==> src/rtl/snitch_amo_initiator.sv <==
// snitch_amo_initiator: core load/store/AMO requests -> word-aligned SRAM AMO shim bank protocol.
// Optional macro SNITCH_AMO_INIT_SC_STATS_EN adds a saturating 16-bit SC-failure counter.
package snitch_amo_pkg;
    typedef enum logic [3:0] {
        AMONone = 4'h0,
        AMOSwap = 4'h1,
        AMOAdd  = 4'h2,
        AMOAnd  = 4'h3,
        AMOOr   = 4'h4,
        AMOXor  = 4'h5,
        AMOMax  = 4'h6,
        AMOMaxu = 4'h7,
        AMOMin  = 4'h8,
        AMOMinu = 4'h9,
        AMOLR   = 4'hA,
        AMOSC   = 4'hB
    } amo_op_e;
endpackage

module snitch_amo_initiator
    import snitch_amo_pkg::*;
#(
    parameter int unsigned AddrWidth   = 32,
    parameter int unsigned DataWidth   = 64,
    parameter int unsigned CoreIDWidth = 1,
    parameter int unsigned CoreId      = 0,
    parameter int unsigned RspDepth    = 2,
    parameter int unsigned StrbWidth   = DataWidth / 8,
    parameter int unsigned OffW        = $clog2(StrbWidth)
) (
    input  logic                    clk_i,
    input  logic                    rst_i,
    input  logic                    req_valid_i,
    output logic                    req_ready_o,
    input  logic [AddrWidth-1:0]    req_addr_i,
    input  amo_op_e                 req_amo_i,
    input  logic                    req_write_i,
    input  logic [1:0]              req_size_i,
    input  logic [31:0]             req_data_i,
    output logic                    rsp_valid_o,
    input  logic                    rsp_ready_i,
    output logic [31:0]             rsp_data_o,
    output logic                    rsp_err_o,
    output logic                    mem_valid_o,
    input  logic                    mem_ready_i,
    output logic [AddrWidth-OffW-1:0] mem_addr_o,
    output amo_op_e                 mem_amo_o,
    output logic                    mem_write_o,
    output logic [DataWidth-1:0]    mem_wdata_o,
    output logic [StrbWidth-1:0]    mem_wstrb_o,
    input  logic [DataWidth-1:0]    mem_rdata_i,
    output logic [CoreIDWidth-1:0]  mem_core_id_o,
    output logic                    mem_is_core_o,
    output logic                    mem_dma_access_o,
    output logic [15:0]             sc_fail_cnt_o
);

    localparam int unsigned PtrW = $clog2(RspDepth);
    localparam int unsigned CntW = $clog2(RspDepth + 1);

    logic [OffW-1:0]      off;
    logic                 misaligned, illegal, req_err;
    logic                 credit_ok, pop, push, hand;
    logic [CntW:0]        occupancy;
    logic                 p_valid, p_err, p_write;
    logic [OffW-1:0]      p_off;
    logic [1:0]           p_size;
    logic [31:0]          lane, push_data;
    logic [31:0]          fifo_data [RspDepth];
    logic                 fifo_err  [RspDepth];
    logic [PtrW-1:0]      wr_ptr, rd_ptr;
    logic [CntW-1:0]      count;
    logic [StrbWidth-1:0] strb_base;
    logic [OffW-1:0]      strb_shift;

    assign off = req_addr_i[OffW-1:0];

    always_comb begin
        misaligned = ((req_size_i == 2'd1) && req_addr_i[0])
                  || ((req_size_i == 2'd2) && (req_addr_i[1:0] != 2'b00));
        illegal    = (req_size_i == 2'd3)
                  || ((req_amo_i != AMONone) && (req_size_i != 2'd2))
                  || (req_write_i && (req_amo_i != AMONone));
    end
    assign req_err = misaligned | illegal;

    // The capture stage always lands in the FIFO next cycle, so it already holds a slot.
    assign pop       = rsp_valid_o & rsp_ready_i;
    assign push      = p_valid;
    assign occupancy = {1'b0, count} + (CntW+1)'(p_valid) - (CntW+1)'(pop);
    assign credit_ok = occupancy < (CntW+1)'(RspDepth);

    assign req_ready_o = ~rst_i & credit_ok & (req_err | mem_ready_i);
    assign mem_valid_o = ~rst_i & req_valid_i & credit_ok & ~req_err;
    assign hand        = req_valid_i & req_ready_o;

    assign mem_addr_o       = req_addr_i[AddrWidth-1:OffW];
    assign mem_amo_o        = req_amo_i;
    assign mem_write_o      = req_write_i;
    assign mem_core_id_o    = CoreIDWidth'(CoreId);
    assign mem_is_core_o    = 1'b1;
    assign mem_dma_access_o = 1'b0;

    always_comb begin
        case (req_size_i)
            2'd0:    mem_wdata_o = {StrbWidth{req_data_i[7:0]}};
            2'd1:    mem_wdata_o = {(StrbWidth/2){req_data_i[15:0]}};
            default: mem_wdata_o = {(StrbWidth/4){req_data_i}};
        endcase
    end

    // Loads and atomics always strobe the whole enclosing 32-bit word.
    always_comb begin
        strb_base  = StrbWidth'(4'hF);
        strb_shift = off;
        if (req_write_i) begin
            case (req_size_i)
                2'd0:    strb_base = StrbWidth'(1);
                2'd1:    strb_base = StrbWidth'(3);
                default: strb_base = StrbWidth'(4'hF);
            endcase
        end else begin
            strb_shift[1:0] = 2'b00;
        end
        mem_wstrb_o = strb_base << strb_shift;
    end

    always_ff @(posedge clk_i) begin
        if (rst_i) p_valid <= 1'b0;
        else       p_valid <= hand;
        if (hand) begin
            p_off   <= off;
            p_size  <= req_size_i;
            p_err   <= req_err;
            p_write <= req_write_i;
        end
    end

    assign lane = 32'(mem_rdata_i >> {p_off, 3'b000});

    always_comb begin
        case (p_size)
            2'd0:    push_data = {24'b0, lane[7:0]};
            2'd1:    push_data = {16'b0, lane[15:0]};
            default: push_data = lane;
        endcase
        if (p_err || p_write) push_data = '0;
    end

    always_ff @(posedge clk_i) begin
        if (rst_i) begin
            wr_ptr <= '0;
            rd_ptr <= '0;
            count  <= '0;
        end else begin
            if (push) begin
                fifo_data[wr_ptr] <= push_data;
                fifo_err[wr_ptr]  <= p_err;
                wr_ptr <= (wr_ptr == PtrW'(RspDepth - 1)) ? '0 : wr_ptr + 1'b1;
            end
            if (pop) rd_ptr <= (rd_ptr == PtrW'(RspDepth - 1)) ? '0 : rd_ptr + 1'b1;
            count <= count + CntW'(push) - CntW'(pop);
        end
    end

    assign rsp_valid_o = (count != '0);
    assign rsp_data_o  = rsp_valid_o ? fifo_data[rd_ptr] : '0;
    assign rsp_err_o   = rsp_valid_o & fifo_err[rd_ptr];

`ifdef SNITCH_AMO_INIT_SC_STATS_EN
    logic        p_sc;
    logic [15:0] sc_fail_cnt;

    always_ff @(posedge clk_i) begin
        if (hand) p_sc <= (req_amo_i == AMOSC);
        if (rst_i) sc_fail_cnt <= '0;
        else if (push && p_sc && !p_err && push_data[0] && (sc_fail_cnt != '1))
            sc_fail_cnt <= sc_fail_cnt + 16'd1;
    end
    assign sc_fail_cnt_o = sc_fail_cnt;
`else
    assign sc_fail_cnt_o = '0;
`endif

endmodule

==> config.mk <==
export PLATFORM = sky130hd
export DESIGN_NAME = snitch_amo_initiator
export DESIGN_NICKNAME = d
export VERILOG_FILES = /design/src/rtl/snitch_amo_initiator.sv
export SDC_FILE = /design/constraint.sdc
export NUM_CORES = 1
export LEC_CHECK = 0
export BUFFER_PORTS_ARGS = -buffer_cell sky130_fd_sc_hd__buf_2
export CAP_MARGIN = 20
export CORE_AREA = 2 2 118 120
export DETAILED_ROUTE_END_ITERATION = 16
export DIE_AREA = 0 0 120 122
export GPL_TIMING_DRIVEN = 0
export PLACE_DENSITY_LB_ADDON = 0.05
export REMOVE_ABC_BUFFERS = 1
export SLEW_MARGIN = 20
export SYNTH_ARGS = -nofsm -noshare
export SYNTH_HDL_FRONTEND = slang
export SYNTH_SLANG_ARGS = --single-unit
==> constraint.sdc <==
create_clock -name clk_i -period 7.71 [get_ports clk_i]
set_clock_uncertainty 0.15 [all_clocks]
set_input_delay 0.3855 -clock clk_i [delete_from_list [all_inputs] [get_ports clk_i]]
set_output_delay 0.3855 -clock clk_i [all_outputs]
set_load 0.01 [all_outputs]
# Yosys cells after proc, flatten, opt, wreduce, memory -nomap -nowiden
# Memory sizes are Yosys's and may differ from the RTL's. A register that Yosys moved wholly into a read port is not among the register bits.
# Index checks and enable logic that the tools add are counted.
[word_totals]
wordCells = 65
ram_bits = 66
regBits = 12
out_inout_bits = 161
mem_count = 2
[op_classes]
mux = 16
reduce_logical = 13
magnitude_cmp = 1
shifts = 2
bitwise = 12
eq_ne = 5
n_addsub = 6
[memory_table]
columns = ["memory", "depth", "word_bits", "rd", "rd_clocked_by_memory_dff", "write_ports", "line", "source"]
rows = [
  ["fifo_data", 2, 32, 1, 1, 1, "69", "logic [31:0] fifo_data [RspDepth];"],
  ["fifo_err", 2, 1, 1, 1, 1, "70", "logic fifo_err [RspDepth];"],
]
[op_table]
columns = ["cell", "count"]
rows = [
  ["one-hot mux 64 bit (2 select lines)", 1],
  ["two-way mux 32 bit", 2],
  ["one-hot mux 32 bit (2 select lines)", 1],
  ["right shift 64 x 6 -> 32 bit", 1],
  ["two-way mux 1 bit", 9],
  ["AND 1 bit", 8],
  ["one-hot mux 4 bit (2 select lines)", 1],
  ["<< shifter 8 x 3 -> 8 bit", 1],
  ["== test 2 x 1 -> 1 bit (second input constant)", 2],
  ["== test 2 bit (second input constant)", 2],
  ["logical AND 1 bit", 4],
  ["logical NOT 2 bit", 2],
  ["logical OR 1 bit", 4],
  ["two-way mux 4 bit", 1],
  ["nonzero test 2 bit", 2],
  ["nonzero test 4 bit", 1],
  ["adder 2 x 1 -> 3 bit", 1],
  ["< comparator 3 x 2 -> 1 bit (second input constant)", 1],
  ["subtractor 3 x 1 -> 3 bit", 1],
  ["adder 1 bit (second input constant)", 2],
  ["adder 2 x 1 -> 2 bit", 1],
  ["two-way mux 2 bit", 1],
  ["!= test 2 bit (second input constant)", 1],
  ["inverter 1 bit", 2],
  ["2 further kinds", 3],
]

# Logic depth before layout (Yosys ltp)
[logic_depth]
word_depth = 8
depth_mapped = 9
ltp_nobuf = 9

# Least setup slack after synthesis
# Ideal clock, no wire load.
[synth_path]
path_kind = "input -> register"
from = "in rst_i"
to = "mem fifo_data[0][0], enable pin"
slack_ps = 4053
cell_stages = 2
setup_time_ps = 471
arrival_ps = 3036
required_ps = 7089
path_cell_list = "clkbuf_1 > nor3b_1"
[synth_via]
elab_chain_len = 2
[synth_rtl]
columns = ["element", "line", "source"]
rows = [
  ["start, declared", "32", "input logic rst_i,"],
  ["two-way mux 1 bit", "151", "if (rst_i) begin"],
  ["two-way mux 1 bit (not written as such)", "157", "fifo_data[wr_ptr] <= push_data;"],
  ["end, declared", "69", ""],
]
# Every way passes these cells.

# Final worst setup path
[layout_path]
from = "reg count[1]"
to = "out mem_valid_o"
[layout_via]
elab_chain_len = 6
elab_cells_between_ends = 7
classes_between = "add/sub (2); order compare (1); bitwise (3); reduce/logical (1)"
[layout_rtl]
columns = ["element", "line", "source"]
rows = [
  ["start, declared", "72", "logic [CntW-1:0] count;"],
  ["start signal, assigned", "162", "count <= count + CntW'(push) - CntW'(pop);"],
  ["nonzero test 2 bit", "166", "assign rsp_valid_o = (count != '0);"],
  ["AND 1 bit", "88", "assign pop = rsp_valid_o & rsp_ready_i;"],
  ["via pop", "63", "logic credit_ok, pop, push, hand;"],
  ["subtractor 3 x 1 -> 3 bit", "90", "assign occupancy = {1'b0, count} + (CntW+1)'(p_valid) - (CntW+1)'(pop);"],
  ["via occupancy[1]", "64", "logic [CntW:0] occupancy;"],
  ["< comparator 3 x 2 -> 1 bit", "91", "assign credit_ok = occupancy < (CntW+1)'(RspDepth);"],
  ["AND 1 bit (2 in a row)", "94", "assign mem_valid_o = ~rst_i & req_valid_i & credit_ok & ~req_err;"],
  ["end, declared", "44", "output logic mem_valid_o,"],
]
# The timed path passes the listed nets, and every way through them passes these cells.

==> flow_summary.ini <==
[global_route]
grt_pass1_vias = 4648
gr-total-overflow = 0
grt.total_usage_pct = 25.02
grt_max_degree = 35
grt_first_pass_wirelength_mm = 26.97
antenna_found_initial = 2

[clock_tree]
ctsHoldBuffers = 0
cts_htree_levels = 3
cts-root-buf = clkbuf_16
cts-buffers-inserted = 9
postCtsSetupRepairBufs = 0
cts_tree = done
cts_resized = 0
numClockSinks = 79
clk_latency_ps = 340
path_clk_slew_ps = 60
clockBufferDepth = 2

[worst_setup_path]
end_kind = output pin
rrSetupSlack_ps = 4550
r2r-end = p_size[0]$_DFFE_PP_
critPathRequiredTime_ps = 7170
r2r_cells = 8
crit_type = flip-flop to output pin
crit_path_max_fanout = 4
regToRegStartpoint = count[1]$_SDFF_PP0_
worstSetupStartpointType = flip-flop
critPathArrivalTime_ps = 2820

[placement]
placed_cells = 867
numPortBuffers = 223
hpwl_mm = 13.95
gp_congestion = 0.8226
postPlaceCellArea_sq_mm = 0.006714

[synth]
seq_area_frac_synth_pct = 38.74
synth_cells = 566
ys_ff_latch = 79
synth-edff-count = 73
yosys.cell_types.count = 51
yosysTopAreaCellShare_pct = 36.73
yosysWarnings = 0
syn_area_sq_mm = 0.005968
ys_top_cells_by_area = edfxtp_1 (37%), mux2i_1 (13%), buf_4 (12%), mux4_2 (4.5%), nor2_1 (3.5%)
synthFlopType = edfxtp_1
avgSynthCellArea_sq_um = 10.54
async_flop_share_pct = 0
synth_top_area_cell = edfxtp_1

[timing]
setup_viol = 0
fmax_mhz = 297.8
tns_ps = 0
period_needed_ps = 3358
tightest_slew_ps = 983.6
period_share_pct = 43.55
hold_viol_final = 0
drv_slew = 0
slew-limit-headroom_pct = 33.99
rsz0062_at_grt = no

[route]
routed_via_density = 5.503
wire_per_inst_um = 20.87
drt-total-wl_mm = 18.49
first_pass_iters = 4
drtAntennaViolNets = 0
via_count = 4876
route.detailed.drc = 0
drt-initial-drc-count = 300

[job]
drv_cap = 0

[finish]
nNetsFinal = 842
area_delta_synth_final_pct = 18.30
n_fill_cell = 1240
utilization_pct = 52.28
layout_commonest_cell = buf_2
drive_above_1_share_pct = 40.77
layout_common_cells = buf_2 (223), mux2i_1 (76), edfxtp_1 (73)
design_area_sq_mm = 0.007061
fin_cells = 886

[power]
swShare_pct = 35.06
p_comb_share_pct = 42.2
p_seq_share_pct = 32.4
netSwitchingPower_w = 0.0006259
finalPower_w = 0.001785
vdd_ir_drop_max_mv = 0.1277
p_clk_share_pct = 25.3
p_int_w = 0.001159
power.density_mw_per_mm2 = 252.8
p_leak_nw = 3.053

[die]
rows = 43
die_y_um = 122
die_area_sq_mm = 0.01464
die_w_um = 120
io_pins = 301
initial_utilization_pct = 44.20
core-area_sq_mm = 0.01350

[run_status]
status = complete, no violations

[hold_path]
holdPathStages = 2
hold_class = primary input to flip-flop
hold_end = p_valid$_SDFF_PP0_
hold_start = mem_ready_i
cell usage after synthesis (3+ instances only):
| cell type | number |
|---|---|
| nand2b_1 | 5 |
| o32ai_1 | 4 |
| a21oi_1 | 9 |
| dfxtp_1 | 6 |
| mux2_2 | 16 |
| inv_1 | 10 |
| or2_1 | 3 |
| a22oi_1 | 10 |
| and3b_1 | 8 |
| a32oi_1 | 3 |
| clkbuf_1 | 17 |
| edfxtp_1 | 73 |
| mux4_2 | 12 |
| nor2b_1 | 11 |
| mux2_1 | 18 |
| o22ai_1 | 21 |
| clkinv_1 | 4 |
| mux2i_1 | 76 |
| a211oi_1 | 10 |
| nand2_1 | 12 |
| nor3_1 | 5 |
| buf_4 | 99 |
| nand3_1 | 6 |
| buf_1 | 4 |
| o21a_1 | 10 |
| buf_2 | 10 |
| nor2_1 | 55 |
| buf_6 | 3 |
| o21ai_0 | 14 |
| o21ai_1 | 5 |
registers in the layout (all words and copies together), names as in the netlist, named ones only:
name	flops
p_valid	1
p_size	2
p_write	1
count	2
p_err	1
fifo_data	64
fifo_err	2
p_off	3
wr_ptr	1
rd_ptr	1
kinds of logic after synthesis:
group | share of synthesized area, %
multiplexers | 23.69
other | 0.1258
AND/OR/NAND/NOR | 9.308
AO/OA/AOI/OAI | 10.82
adder cells (fa/ha/maj) | 0.7547
flip-flops | 38.74
XOR/XNOR | 0.4403
buffers and inverters | 16.12
worst max path at each step:
| stage | from | end | slack (ps) | depth (start not counted) |
|---|---|---|---|---|
| 5_1_grt | count[1]$_SDFF_PP0_ | mem_valid_o | 4180 | 10 |
| 2_1_floorplan | p_valid$_SDFF_PP0_ | fifo_data[0][0]$_DFFE_PP_ | 4250 | 1 |
| 6_report | count[1]$_SDFF_PP0_ | mem_valid_o | 4350 | 9 |
| 3_5_place_dp | count[1]$_SDFF_PP0_ | p_size[0]$_DFFE_PP_ | 4540 | 9 |
| 3_3_place_gp | rst_i | fifo_data[0][17]$_DFFE_PP_ | 2330 | 2 |
| 4_1_cts | count[1]$_SDFF_PP0_ | mem_valid_o | 4320 | 9 |
area by class of cell:
class | instances | area (sq um) | share of cell area, %
clock inverters | 1 | 5.005 | 0.07088
inverters | 15 | 56.30 | 0.7974
well taps | 180 | 225.2 | 3.190
diodes | 2 | 5.005 | 0.07088
multi-input cells | 356 | 2771 | 39.25
clock buffers | 15 | 321.6 | 4.554
repair buffers | 238 | 1363 | 19.30
flip-flops and latches | 79 | 2313 | 32.77
routing by layer:
metal  up-vias  GRT usage (%)  share of wire (%)
li1       2232              -                  -
met1      2341          29.08                 39
met2       277          43.79                 50
met3        24          8.193                8.6
met4         2          7.206                1.8
met5         -          2.778              0.059
worst max-delay path: stages (launching register included):
cell	delay, ps
dfxtp_1	360
o21ai_0	270
inv_1	80
ha_1	280
inv_1	40
ha_1	180
fa_1	480
or4b_1	560
nor2_1	110
buf_2	140
power groups by stage:
stage	Clock (W)	Combinational (W)	Sequential, W
after CTS	0.000459	0.000750	0.000586
final	0.000452	0.000754	0.000579
after floorplan	0	0.000400	0.000630
after global placement	0	0.000629	0.000667
after detailed placement	0	0.000747	0.000595
after global routing	0.000474	0.000819	0.000587
metrics by stage:
step | worst slack (ps) | hold WS, ps
after detailed placement | 4540 | 361.8
after CTS | 4316 | 141.4
after global routing | 4178 | 158.5
after floorplan | 4249 | 307.1
after global placement | 2334 | 335.5
final | 4352 | 150.4
Power figures use the tool's default switching activity.
